`config.mk`:
```
export PLATFORM = sky130hd
export DESIGN_NAME = dmem_responder
export DESIGN_NICKNAME = d
export VERILOG_FILES = /design/src/rtl/dmem_responder.sv
export SDC_FILE = /design/constraint.sdc
export NUM_CORES = 2
export LEC_CHECK = 0
export ABC_AREA = 0
export BUFFER_PORTS_ARGS = -buffer_cell sky130_fd_sc_hd__buf_2
export CELL_PAD_IN_SITES_DETAIL_PLACEMENT = 1
export CELL_PAD_IN_SITES_GLOBAL_PLACEMENT = 1
export CORE_ASPECT_RATIO = 1.75
export CORE_MARGIN = 5
export CORE_UTILIZATION = 40
export DETAILED_ROUTE_END_ITERATION = 8
export GPL_TIMING_DRIVEN = 0
export MAX_ROUTING_LAYER = met4
export PLACE_DENSITY = 0.6
export SYNTH_ARGS = -nofsm -noshare
export SYNTH_HDL_FRONTEND = slang
export SYNTH_SLANG_ARGS = --single-unit
```
`constraint.sdc`:
```
create_clock -name clk_i -period 5.7 [get_ports clk_i]
set_clock_uncertainty 0.1 [all_clocks]
set_input_delay 0.855 -clock clk_i [delete_from_list [all_inputs] [get_ports clk_i]]
set_output_delay 0.855 -clock clk_i [all_outputs]
set_load 0.005 [all_outputs]
```
`src/rtl/dmem_responder.sv`:
```
// dmem_responder: word-wide data-memory responder for the CPU load/store port.
// A valid/ready request is accepted in IDLE, held for LATENCY wait states, then
// answered with read data (loads) or an acknowledgement (stores) plus an error
// flag. Out-of-range accesses are never written and read back as 0.
//
// Optional feature macro: DMEM_MISALIGN_CHECK_EN
//   defined   -> req_addr_i[1:0] != 0 is also flagged as an error
//   undefined -> low address bits are ignored (access to the containing word)
//
// Ports:
//   clk_i, rst_i                 rising-edge clock, synchronous active-high reset
//   req_valid_i / req_ready_o    request handshake
//   req_we_i, req_addr_i, req_wdata_i   store flag, byte address, store data
//   resp_valid_o / resp_ready_i  response handshake
//   resp_rdata_o, resp_err_o     load data (0 for stores/errors), error flag
`timescale 1ns/1ps
module dmem_responder #(
    parameter int unsigned DEPTH   = 128,
    parameter int unsigned LATENCY = 2
) (
    input  logic        clk_i,
    input  logic        rst_i,
    input  logic        req_valid_i,
    output logic        req_ready_o,
    input  logic        req_we_i,
    input  logic [31:0] req_addr_i,
    input  logic [31:0] req_wdata_i,
    output logic        resp_valid_o,
    input  logic        resp_ready_i,
    output logic [31:0] resp_rdata_o,
    output logic        resp_err_o
);
    localparam int unsigned AW = $clog2(DEPTH);
    localparam int unsigned CW = 4;
    localparam bit ZERO_LAT = (LATENCY == 0);

    localparam logic [1:0] S_IDLE = 2'd0;
    localparam logic [1:0] S_WAIT = 2'd1;
    localparam logic [1:0] S_RESP = 2'd2;

    logic [1:0]    state_q, state_d;
    logic [CW-1:0] cnt_q, cnt_d;
    logic          ready_q, valid_q;
    logic [31:0]   rdata_q, rdata_d;
    logic          rerr_q, rerr_d;

    logic          we_q;
    logic [AW-1:0] idx_q;
    logic [31:0]   wdata_q;
    logic          err_q;

    logic [31:0]   mem_q [DEPTH];

    logic          accept_c;
    logic          req_err_c;
    logic          acc_c;
    logic          acc_we_c;
    logic          acc_err_c;
    logic [AW-1:0] acc_idx_c;
    logic [31:0]   acc_wdata_c;

    assign accept_c = (state_q == S_IDLE) && req_valid_i;

    // Request error: beyond the array (and optionally misaligned)
`ifdef DMEM_MISALIGN_CHECK_EN
    assign req_err_c = (req_addr_i[31:AW+2] != '0) || (req_addr_i[1:0] != 2'b00);
`else
    logic unused_c;
    assign unused_c  = ^req_addr_i[1:0];
    assign req_err_c = (req_addr_i[31:AW+2] != '0);
`endif

    // Access point: the acceptance edge when there are no wait states,
    // otherwise the last WAIT cycle using the captured request.
    assign acc_c       = ZERO_LAT ? accept_c : ((state_q == S_WAIT) && (cnt_q == CW'(1)));
    assign acc_we_c    = ZERO_LAT ? req_we_i : we_q;
    assign acc_err_c   = ZERO_LAT ? req_err_c : err_q;
    assign acc_idx_c   = ZERO_LAT ? req_addr_i[AW+1:2] : idx_q;
    assign acc_wdata_c = ZERO_LAT ? req_wdata_i : wdata_q;

    // Next-state and response data
    always_comb begin
        state_d = state_q;
        cnt_d   = cnt_q;
        rdata_d = rdata_q;
        rerr_d  = rerr_q;
        case (state_q)
            S_IDLE: begin
                if (req_valid_i) begin
                    cnt_d   = CW'(LATENCY);
                    state_d = ZERO_LAT ? S_RESP : S_WAIT;
                end
            end
            S_WAIT: begin
                cnt_d = cnt_q - CW'(1);
                if (cnt_q == CW'(1)) begin
                    state_d = S_RESP;
                end
            end
            S_RESP: begin
                if (resp_ready_i) begin
                    state_d = S_IDLE;
                    rdata_d = '0;
                    rerr_d  = 1'b0;
                end
            end
            default: state_d = S_IDLE;
        endcase
        if (acc_c) begin
            rdata_d = (acc_we_c || acc_err_c) ? '0 : mem_q[acc_idx_c];
            rerr_d  = acc_err_c;
        end
    end

    // State, handshake outputs and captured request
    always_ff @(posedge clk_i) begin
        if (rst_i) begin
            state_q <= S_IDLE;
            cnt_q   <= '0;
            ready_q <= 1'b1;
            valid_q <= 1'b0;
            rdata_q <= '0;
            rerr_q  <= 1'b0;
            we_q    <= 1'b0;
            idx_q   <= '0;
            wdata_q <= '0;
            err_q   <= 1'b0;
        end else begin
            state_q <= state_d;
            cnt_q   <= cnt_d;
            ready_q <= (state_d == S_IDLE);
            valid_q <= (state_d == S_RESP);
            rdata_q <= rdata_d;
            rerr_q  <= rerr_d;
            if (accept_c) begin
                we_q    <= req_we_i;
                idx_q   <= req_addr_i[AW+1:2];
                wdata_q <= req_wdata_i;
                err_q   <= req_err_c;
            end
        end
    end

    // Storage array: not reset; a reset edge suppresses a pending commit
    always_ff @(posedge clk_i) begin
        if (!rst_i && acc_c && acc_we_c && !acc_err_c) begin
            mem_q[acc_idx_c] <= acc_wdata_c;
        end
    end

    assign req_ready_o  = ready_q;
    assign resp_valid_o = valid_q;
    assign resp_rdata_o = rdata_q;
    assign resp_err_o   = rerr_q;

endmodule

```
# --- Yosys cells after proc, flatten, opt, wreduce, memory -nomap -nowiden ---
# Memory sizes are Yosys's and may differ from the RTL's. A register that Yosys moved wholly into a read port is not among the register bits.
# Cells that the tools add are included.
op_classes:
  muxes: 17
  n_eq_ne: 5
  n_addsub: 1
  reduce_logical: 16
ops:
  columns: ["operator", "count"]
  rows:
  - ["32-bit two-way mux", 4]
  - ["23-bit nonzero test", 1]
  - ["7-bit two-way mux", 2]
  - ["4-bit one-hot mux with 2 select lines", 1]
  - ["2-bit two-way mux", 3]
  - ["2-bit one-hot mux with 3 select lines", 1]
  - ["2-bit nonzero test", 3]
  - ["1-bit logical AND", 5]
  - ["1-bit two-way mux", 5]
  - ["2-bit == test, second input constant", 2]
  - ["4-bit by 1-bit == test with 1-bit output, second input constant", 1]
  - ["2-bit logical NOT", 2]
  - ["4-bit two-way mux", 1]
  - ["2-bit AND reduction", 2]
  - ["4-bit by 1-bit subtractor with 4-bit output, second input constant", 1]
  - ["2-bit by 1-bit == test with 1-bit output, second input constant", 1]
  - ["1-bit logical NOT", 2]
  - ["2-bit != test, second input constant", 1]
  - ["1-bit logical OR", 1]
word_totals:
  n_memories: 1
  ram_bits: 4096
  wordCells: 50
  output_inout_bits: 35
  in_bits: 69
  regBits: 82
memory_table:
  columns: ["name", "words", "width", "read_ports", "rd_ports_with_merged_regs", "write_ports", "line_no", "text"]
  rows:
  - ["mem_q", 128, 32, 1, 1, 1, "52", "logic [31:0] mem_q [DEPTH];"]

# --- Logic depth before layout (Yosys ltp) ---
depth:
  word_depth: 7
  mapped_depth: 11
  ltp_nobuf: 8

# --- Worst setup path after synthesis ---
# No wires, ideal clock.
synth_path:
  path_type: "in2reg"
  start: "in rst_i"
  end: "mem mem_q[110][0], enable pin"
  required_time_ps: 5179
  setup_ps: 421
  arrival_time_ps: 3244
  cell_stages: 7
  n_path_buf: 2
  slack_ps: 1935
  cell_sequence: "clkbuf_1 > nor2_1 > nand3_1 > nor2_1 > nand3_1 > clkbuf_1 > nor2_1"
synth_between:
  elab_chain_len: 6
synth_rtl:
  columns: ["element", "line_no", "text"]
  rows:
  - ["start: declaration", "22", "input logic rst_i,"]
  - ["1-bit logical NOT", "146", "if (!rst_i && acc_c && acc_we_c && !acc_err_c) begin"]
  - ["1-bit logical AND (3 in series)", "146", null]
  - ["1-bit two-way mux", "146", null]
  - ["1-bit two-way mux (implied by the code)", "147", "mem_q[acc_idx_c] <= acc_wdata_c;"]
  - ["end: declaration", "52", null]
# No other way between the ends.

==> reports/metrics.csv <==
stage,metric,value,unit
place,placed_cells,12909,
final_layout,instances_no_fill,13583,
floorplan,ios,104,
synthesis,synth_cell_types,58,
sta,finalSetupViolCount,18,
drt,viasPerCell,6.01,
sta,hold_ws,0.0571,ns
cts,cts_max_path_buffers,4,
drt,wl,558000,microns
sta,max_freq,0.162,GHz
cts,numCtsBuffers,364,
synthesis,synth_area_per_cell,21.6,sq um
floorplan,coreArea,396000,sq um
synthesis,syn_area,159000,sq um
sta,fin_crit_sh,1.08,
synthesis,synth_common_cells,"edfxtp_1 (4096), mux4_2 (784), mux2i_1 (599), a22oi_1 (282), a21oi_1 (257)",
power_and_ir_drop,power_density,342,nW/um^2
sta,max-slew-margin-rel,-0.0590,
grt,groute.usage.overall,0.275,
run_status,run_status,finished with violations,
floorplan,fp.dieH,844,microns
power_and_ir_drop,power.leakage,0.0545,uW
setup_path,start_kind,flip-flop,
grt,grt_pass1_wl,747000,microns
cts,clkTransAtPathRegs,0.08,ns
drt,dr_total_vias,81669,
cts,ctsHoldBuffers,0,
synthesis,syn-num-nets,7433,
synthesis,yosysWarnings,0,
floorplan,die_w,487,microns
final_layout,drive_gt1_frac,0.248,
grt,antenna_found_initial,38,
synthesis,netlist_instances,7362,
sta,final-hold-violation-count,0,
synthesis,async_flop_share,0,
cts,htreeDepth,5,
sta,worst_slew_pin_slew,1.59,ns
floorplan,start_util,0.401,
synthesis,synth_area_leader_cell,edfxtp_1,
setup_path,worstPathMaxFanout,10,
cts,cts_tree,done,
cts,cts.sinks,4185,
run_status,violations,"max-capacitance violations, max-slew violations, negative setup slack",
grt,grt-ovfl-total,0,
final_layout,fin_nets,8109,
sta,fin_crit,6.18,ns
synthesis,ys_top_cells_by_area,"edfxtp_1 (77%), mux4_2 (11%), mux2i_1 (3.8%)",
synthesis,netlist.area_leader.share,0.774,
flow_run,max_cap_violations,7,
cts,clk_latency,0.93,ns
final_layout,area_growth,15.3,%
sta,worst_slack,-0.484,ns
synthesis,synth-seq-cells,4185,
final_layout,nFillCells,35845,
place,place_congestion,0.995,
grt,grt_max_degree,97,
place,post-dp-hpwl,398000,microns
drt,ant_nets,0,
floorplan,dieArea,411000,sq um
synthesis,yosysMostFrequentCell,edfxtp_1,
grt,first_global_vias,84795,
drt,drtIter0Drc,9238,
setup_path,worst_setup_path_end_kind,flip-flop,
cts,cts_root_buf,clkbuf_16,
setup_path,cp.required,6.45,ns
setup_path,crit_type,flip-flop to flip-flop,
synthesis,synth_flop_cell,edfxtp_1,
place,portBuffers,100,
power_and_ir_drop,vdd.ir_drop.worst,0.320,mV
synthesis,synth_edf_count,4096,
floorplan,rows,306,
drt,drc_errors,0,
drt,firstDrtPassIters,5,
setup_path,cp_data_arrival_time,6.93,ns
drt,drt-wirelength-per-cell,41.1,microns
synthesis,seq_area_frac_synth,0.785,
sta,slew_viol_final,43,
sta,rsz0062_at_grt,false,
worst_hold_path,hp-class,primary input to flip-flop,
==> path summary, 6_finish.rpt <==
check / startpoint / to / slack (ns) / cells past startpoint
worst max-delay path: flip-flop / resp_rdata_o[1] / -0.48 / 8
worst min-delay path: req_wdata_i[14] / acc_wdata_c[14] / 0.06 / 3
worst max register to register: flip-flop / resp_rdata_o[1] / -0.48 / 8
worst min register to register: acc_wdata_c[25] / acc_wdata_c[25] / 0.40 / 2
==> cell usage in the layout (no fill, tap or decap), types with 112 or more instances in the layout <==
master and instances:
a21oi_1 251, a22oi_1 282, buf_12 112, buf_2 252, clkbuf_1 270, clkbuf_16 374, edfxtp_1 4096, mux2i_1 594
mux4_2 784, nand2_1 181, nor2_4 129, o221ai_1 115
==> layout make-up <==
type | instances | area (sq um) | area share
clock inverter | 204 | 1750 | 0.00955
sequential | 4185 | 125000 | 0.681
multi-input combinational | 2744 | 33300 | 0.182
inverter | 4 | 15.0 | 0.0000819
clock buffer | 449 | 9670 | 0.0527
buffer | 428 | 2070 | 0.0113
antenna | 22 | 55.1 | 0.000300
timing repair buffer | 311 | 5080 | 0.0277
tap | 5236 | 6550 | 0.0357
==> flip-flops by register name, indices dropped and copies added (netlist names), 2 cells and up, named ones only <==
register and cells:
state_q 2, acc_idx_c 7, cnt_q 4, mem_q 4096
acc_wdata_c 32, resp_rdata_o 32
==> worst max-delay path: stages (launching register included) <==
cell and delay (ns):
dfxtp_1 1.18, clkbuf_1 1.05, nor2b_1 0.28, clkbuf_2 0.57, clkbuf_1 0.60, a22oi_1 0.14
a21oi_1 1.03, o211ai_1 0.82, nand3_1 0.26
==> power breakdown <==
part           leakage [uW]  internal, uW  total, uW  switching, uW
Sequential           0.0372         33800      34100            229
Clock               0.00559         13400      24800          11400
Combinational        0.0117          1150       3830           2680
Total                0.0545         48400      62700          14300
==> timing repair <==
action | 4_1_cts | 5_1_grt
buffers inserted | 0 | 0
setup endpoints to repair | 24 | 0
endpoints found under the hold margin | 0 | 0
resized for setup | 8 | 0
==> through the flow <==
stage          cell area, sq um  setup slack, ns  utilization  setup TNS, ns  power [uW]
5_1_grt                  183000           0.0537        0.463              0       64200
2_1_floorplan            159000             1.93            -              0       36500
4_1_cts                  183000           0.0103        0.463              0       62900
3_3_place_gp             166000            -1.67        0.419       -3679.57       38500
3_5_place_dp             172000           -0.716        0.434          -6.16       38600
6_report                 183000           -0.484        0.463          -2.74       62700
==> logic make-up after synthesis <==
group | Yosys count | synth area share
AO/OA/AOI/OAI | 878 | 0.0396
adder cells (fa/ha/maj) | 2 | 0.000157
buffers and inverters | 433 | 0.0130
flip-flops | 4185 | 0.785
multiplexers | 1397 | 0.150
AND/OR/NAND/NOR | 467 | 0.0128
==> layer usage <==
metal / global-route usage / vias up / part of all wire
met5: - / - / 0
met4: 0.228 / 0 / 0.11
met3: 0.0376 / 1201 / 0.056
met2: 0.469 / 3572 / 0.51
met1: 0.283 / 44469 / 0.32
li1: - / 32427 / -
No activity file was read; power rests on OpenSTA's default activity.
